[src/rtl/spi_mstr.sv]
// SPI master, mode 0, 16-bit words, five decoded active-low slave selects.
// Define SPI_LOOPBACK_EN to receive from MOSI instead of MISO.
module spi_mstr #(
    parameter int SCLK_DIV = 32
) (
    input  logic        clk,
    input  logic        rst,
    input  logic        wrt_SPI,
    input  logic [15:0] SPI_data,
    input  logic [2:0]  ss,
    output logic        SPI_done,
    output logic [7:0]  EEP_data,
    output logic        SCLK,
    output logic        MOSI,
    input  logic        MISO,
    output logic        trig_ss_n,
    output logic        ch1_ss_n,
    output logic        ch2_ss_n,
    output logic        ch3_ss_n,
    output logic        EEP_ss_n
);

    localparam int CW = $clog2(SCLK_DIV);
    localparam logic [CW-1:0] HALF_M1 = CW'(SCLK_DIV / 2 - 1);
    localparam logic [CW-1:0] LAST    = CW'(SCLK_DIV - 1);

    typedef enum logic [1:0] {
        IDLE  = 2'd0,
        FRONT = 2'd1,
        SHIFT = 2'd2,
        BACK  = 2'd3
    } state_t;

    state_t          state_q;
    logic [CW-1:0]   cnt_q;
    logic [3:0]      bit_cnt_q;
    logic [15:0]     shft_q;
    logic            smp_q;
    logic            sclk_q;
    logic            done_q;
    logic [7:0]      eep_q;
    logic [4:0]      ss_n_q;
    logic            rx_bit;

`ifdef SPI_LOOPBACK_EN
    assign rx_bit = shft_q[15];
`else
    assign rx_bit = MISO;
`endif

    // Slave code to select vector {EEP, ch3, ch2, ch1, trig}; unused codes select nobody.
    function automatic logic [4:0] ss_dec(input logic [2:0] code);
        logic [4:0] v;
        v = 5'b11111;
        case (code)
            3'b000:  v = 5'b11110;
            3'b001:  v = 5'b11101;
            3'b010:  v = 5'b11011;
            3'b011:  v = 5'b10111;
            3'b100:  v = 5'b01111;
            default: v = 5'b11111;
        endcase
        return v;
    endfunction

    // Transaction sequencer: framing, SCLK generation, shift/sample and completion.
    always_ff @(posedge clk) begin
        done_q <= 1'b0;
        if (rst) begin
            state_q   <= IDLE;
            cnt_q     <= '0;
            bit_cnt_q <= '0;
            shft_q    <= '0;
            smp_q     <= 1'b0;
            sclk_q    <= 1'b0;
            eep_q     <= '0;
            ss_n_q    <= 5'b11111;
        end else begin
            case (state_q)
                IDLE: begin
                    if (wrt_SPI) begin
                        shft_q    <= SPI_data;
                        ss_n_q    <= ss_dec(ss);
                        cnt_q     <= '0;
                        bit_cnt_q <= '0;
                        state_q   <= FRONT;
                    end
                end
                FRONT: begin
                    if (cnt_q == HALF_M1) begin
                        cnt_q   <= '0;
                        state_q <= SHIFT;
                    end else begin
                        cnt_q <= cnt_q + 1'b1;
                    end
                end
                SHIFT: begin
                    if (cnt_q == HALF_M1) begin
                        sclk_q <= 1'b1;
                        smp_q  <= rx_bit;
                        cnt_q  <= cnt_q + 1'b1;
                    end else if (cnt_q == LAST) begin
                        sclk_q    <= 1'b0;
                        shft_q    <= {shft_q[14:0], smp_q};
                        cnt_q     <= '0;
                        bit_cnt_q <= bit_cnt_q + 1'b1;
                        if (bit_cnt_q == 4'd15) begin
                            state_q <= BACK;
                        end
                    end else begin
                        cnt_q <= cnt_q + 1'b1;
                    end
                end
                BACK: begin
                    if (cnt_q == HALF_M1) begin
                        cnt_q   <= '0;
                        state_q <= IDLE;
                        done_q  <= 1'b1;
                        ss_n_q  <= 5'b11111;
                        eep_q   <= shft_q[7:0];
                    end else begin
                        cnt_q <= cnt_q + 1'b1;
                    end
                end
                default: begin
                    state_q <= IDLE;
                    cnt_q   <= '0;
                    sclk_q  <= 1'b0;
                    ss_n_q  <= 5'b11111;
                end
            endcase
        end
    end

    assign SPI_done  = done_q;
    assign EEP_data  = eep_q;
    assign SCLK      = sclk_q;
    assign MOSI      = shft_q[15];
    assign trig_ss_n = ss_n_q[0];
    assign ch1_ss_n  = ss_n_q[1];
    assign ch2_ss_n  = ss_n_q[2];
    assign ch3_ss_n  = ss_n_q[3];
    assign EEP_ss_n  = ss_n_q[4];

endmodule

[config.mk]
export PLATFORM = sky130hd
export DESIGN_NAME = spi_mstr
export DESIGN_NICKNAME = d
export VERILOG_FILES = /design/src/rtl/spi_mstr.sv
export SDC_FILE = /design/constraint.sdc
export NUM_CORES = 1
export LEC_CHECK = 0
export ABC_CLOCK_PERIOD_IN_PS = 2600
export CAP_MARGIN = 25
export CORE_UTILIZATION = 62
export CTS_BUF_LIST = sky130_fd_sc_hd__clkbuf_16
export CTS_CLUSTER_DIAMETER = 40
export DETAILED_ROUTE_END_ITERATION = 10
export DONT_BUFFER_PORTS = 1
export PLACE_DENSITY = 0.78
export SLEW_MARGIN = 20
export SYNTH_ARGS = -nofsm -noshare
export SYNTH_HDL_FRONTEND = slang
export SYNTH_SLANG_ARGS = --single-unit
[constraint.sdc]
create_clock -name clk -period 2.6 [get_ports clk]
set_clock_uncertainty 0.2 [all_clocks]
set_input_delay 0.26 -clock clk [delete_from_list [all_inputs] [get_ports clk]]
set_output_delay 0.26 -clock clk [all_outputs]
set_load 0.005 [all_outputs]
==> results.cfg <==
[run_status]
status = finished, final reports clean

[worst_setup_path]
cpPeakStageDelay_ps = 340
arrival_ps = 2440
end_kind = register
cp_slowest_cell = dfxtp_1
worstPathRequired_ps = 2580
crit_type = reg2reg
startpoint_type = register
path_cells = ha_1 > and3_1 > ha_1 > nand2b_4 > a211oi_4 > buf_12 > nor2_1 > a211oi_1
cp_common_cell = ha_1
cp_max_fo = 35

[routing]
drt-total-wl_um = 4370
drt-initial-drc-count = 83
via_per_inst = 6.00
drc = 0
postRouteAntennaNets = 0
post_drt_wl_per_cell_um = 15.4
firstDrtPassIters = 4
vias = 1705

[timing]
setup_tns_ps = 0
setup-violations-final = 0
worstMarginPinSlew_ps = 510
relSlewSlack = 0.659
max_freq_ghz = 0.407
min_period_ps = 2460
final-hold-violation-count = 0
finalMaxSlewViolations = 0
period_share = 0.945
rsz0062_at_grt = false

[synthesis]
synth-edff-count = 0
synth_ff_type = dfxtp_1
seq_area_frac_synth = 0.399
yosysWarnings = 0
yosys_register_bits = 43
synth_common_cells = 43 x dfxtp_1, 30 x nor2_1, 19 x mux2i_1
synth.avg_cell_area_um2 = 9.03
ys_types = 37
syn_nets = 273
synth_top_cell_by_area = dfxtp_1
synth_area_leaders = dfxtp_1 40%, mux2i_1 8.8%, a211oi_2 6.4%
synth_cells = 239
synth.most_common_cell = dfxtp_1
synth_top_area_frac = 0.399
syn-cell-area_mm2 = 0.00216
postSynth.asyncResetShare = 0

[die]
initial_utilization = 0.647
rows = 21
coreArea_mm2 = 0.00334
io_pins = 39
die_w_um = 61
die_area_mm2 = 0.00372
fp.dieH_um = 61

[final_layout]
fin_area_mm2 = 0.00242
nNetsFinal = 271
syn_to_final_growth_pct = 12.0
drive_gt1_frac = 0.122
antenna_cells = 0

[pwr]
p_leak_nw = 0.876
peakVddDrop_mv = 0.706
power_density_mw_per_mm2 = 1140

[global_routing]
antenna_found_initial = 0
grt_pass1_wl_um = 6510
overflow = 0
grt_max_degree = 44
grtUsageTotal = 0.238
grt_pass1_vias = 1578

[clock_tree]
clock-sinks = 43
h-tree-depth = 2
cts_buffer_depth = 2
clkLatencyLatePin_ps = 280
numCtsBuffers = 5
path_clk_slew_ps = 60
post-cts-setup-buffers = 0
cts_tree = yes
clockRootBuffer = clkbuf_16

[placement]
dp_hpwl_um = 2890
io_buffers = 0
globalplace.congestion = 0.763
dpl_cell_area_mm2 = 0.00218

[job]
cap_violations = 0

[min_path]
hold_path_class = in2reg
==> cells by family after synthesis <==
group                      Yosys count  synth area share
adders and majority gates           11            0.0638
and+or+nand+nor                     89             0.203
muxes                               19            0.0881
buffers and inverters               23            0.0487
AOI/OAI and AO/OA                   54             0.198
DFF                                 43             0.399
==> state kept, by name (all words and copies together) (netlist names) <==
| signal | flops |
|---|---|
| ss_n_q | 5 |
| cnt_q | 5 |
| shft_q | 16 |
| SPI_done | 1 |
| EEP_data | 8 |
| SCLK | 1 |
| state_q | 2 |
| smp_q | 1 |
| bit_cnt_q | 4 |
==> final cells by class <==
| cell class | count | area [um^2] |
|---|---|---|
| multi-input cells | 173 | 1200 |
| fillers | 263 | 920 |
| flip-flops and latches | 43 | 861 |
| clock buffers | 5 | 125 |
| repair buffers | 8 | 87.6 |
| clock inverters | 3 | 63.8 |
| well taps | 46 | 57.6 |
| inverters | 6 | 22.5 |
==> cells in the final DEF (no fill, tap or decap), drive strengths merged <==
| master | n |
|---|---|
| dfxtp | 43 |
| nor2 | 30 |
| mux2i | 19 |
| a21oi | 19 |
| a211oi | 19 |
| nand2 | 18 |
| nand3 | 14 |
| ha | 11 |
| nand2b | 9 |
| inv | 7 |
| buf | 7 |
| clkbuf | 5 |
| and3 | 4 |
| o21ai | 4 |
| o21bai | 3 |
| nor3 | 3 |
| a211o | 3 |
| nor2b | 2 |
| nor4b | 2 |
| bufinv | 2 |
| nor3b | 1 |
| a221oi | 1 |
| nand4 | 1 |
| a31o | 1 |
| and2 | 1 |
| a31oi | 1 |
| or3 | 1 |
| a2bb2oi | 1 |
| or3b | 1 |
| o2bb2ai | 1 |
| a22oi | 1 |
| nand4b | 1 |
| and4b | 1 |
| dlygate4sd3 | 1 |
==> where the power goes <==
group          internal (W)  switching [W]
registers          0.000782      0.0000828
clock network      0.000547       0.000249
logic              0.000446       0.000641
total               0.00177       0.000972
==> path summary, 6_finish.rpt <==
path	start	endpoint	slack (ps)	cells after the start
setup reg to reg	cnt_q[0]$_SDFFE_PP0N_	shft_q[5]$_SDFFE_PP0P_	140	8
hold reg to reg	smp_q$_SDFFE_PP0P_	smp_q$_SDFFE_PP0P_	260	2
hold / removal	ss[1]	ss_n_q[3]$_SDFFE_PP1P_	4	2
setup / recovery	cnt_q[0]$_SDFFE_PP0N_	shft_q[5]$_SDFFE_PP0P_	140	8
==> what timing repair did <==
item / 4_1_cts / 5_1_grt
hold buffers: 2 / 0
setup endpoints to repair: 0 / 5
hold endpoints to repair: 43 / 0
gates resized for setup: 0 / 1
==> metal layers <==
metal | up-vias | share of wire | GRT usage
met5 | - | 0 | 0
met4 | 0 | 0.018 | 0.0909
met3 | 7 | 0.074 | 0.0768
met2 | 64 | 0.49 | 0.427
met1 | 792 | 0.41 | 0.262
li1 | 842 | - | -
==> metrics by stage <==
step / cells / power [W] / utilization / hold slack (ps) / worst slack, ps
finish: 284 / 0.00275 / 0.724 / 4.24 / 144
global route: 284 / 0.00287 / 0.724 / 22.8 / 40.5
CTS: 283 / 0.00272 / 0.720 / 7.39 / 115
detailed placement: 273 / 0.00191 / 0.654 / 133 / 112
global placement: 273 / 0.00185 / 0.654 / 130 / 291
floorplan: 239 / 0.00174 / - / 207 / 403
==> worst max-delay path, delay by kind of cell, from the launching register on <==
kind            cells  cell delay [ps]
buf+inv             1              240
flops               1              340
simple gates        3              500
compound gates      2              540
fa+ha+maj           2              520
No activity file was read; power rests on OpenSTA's default activity.
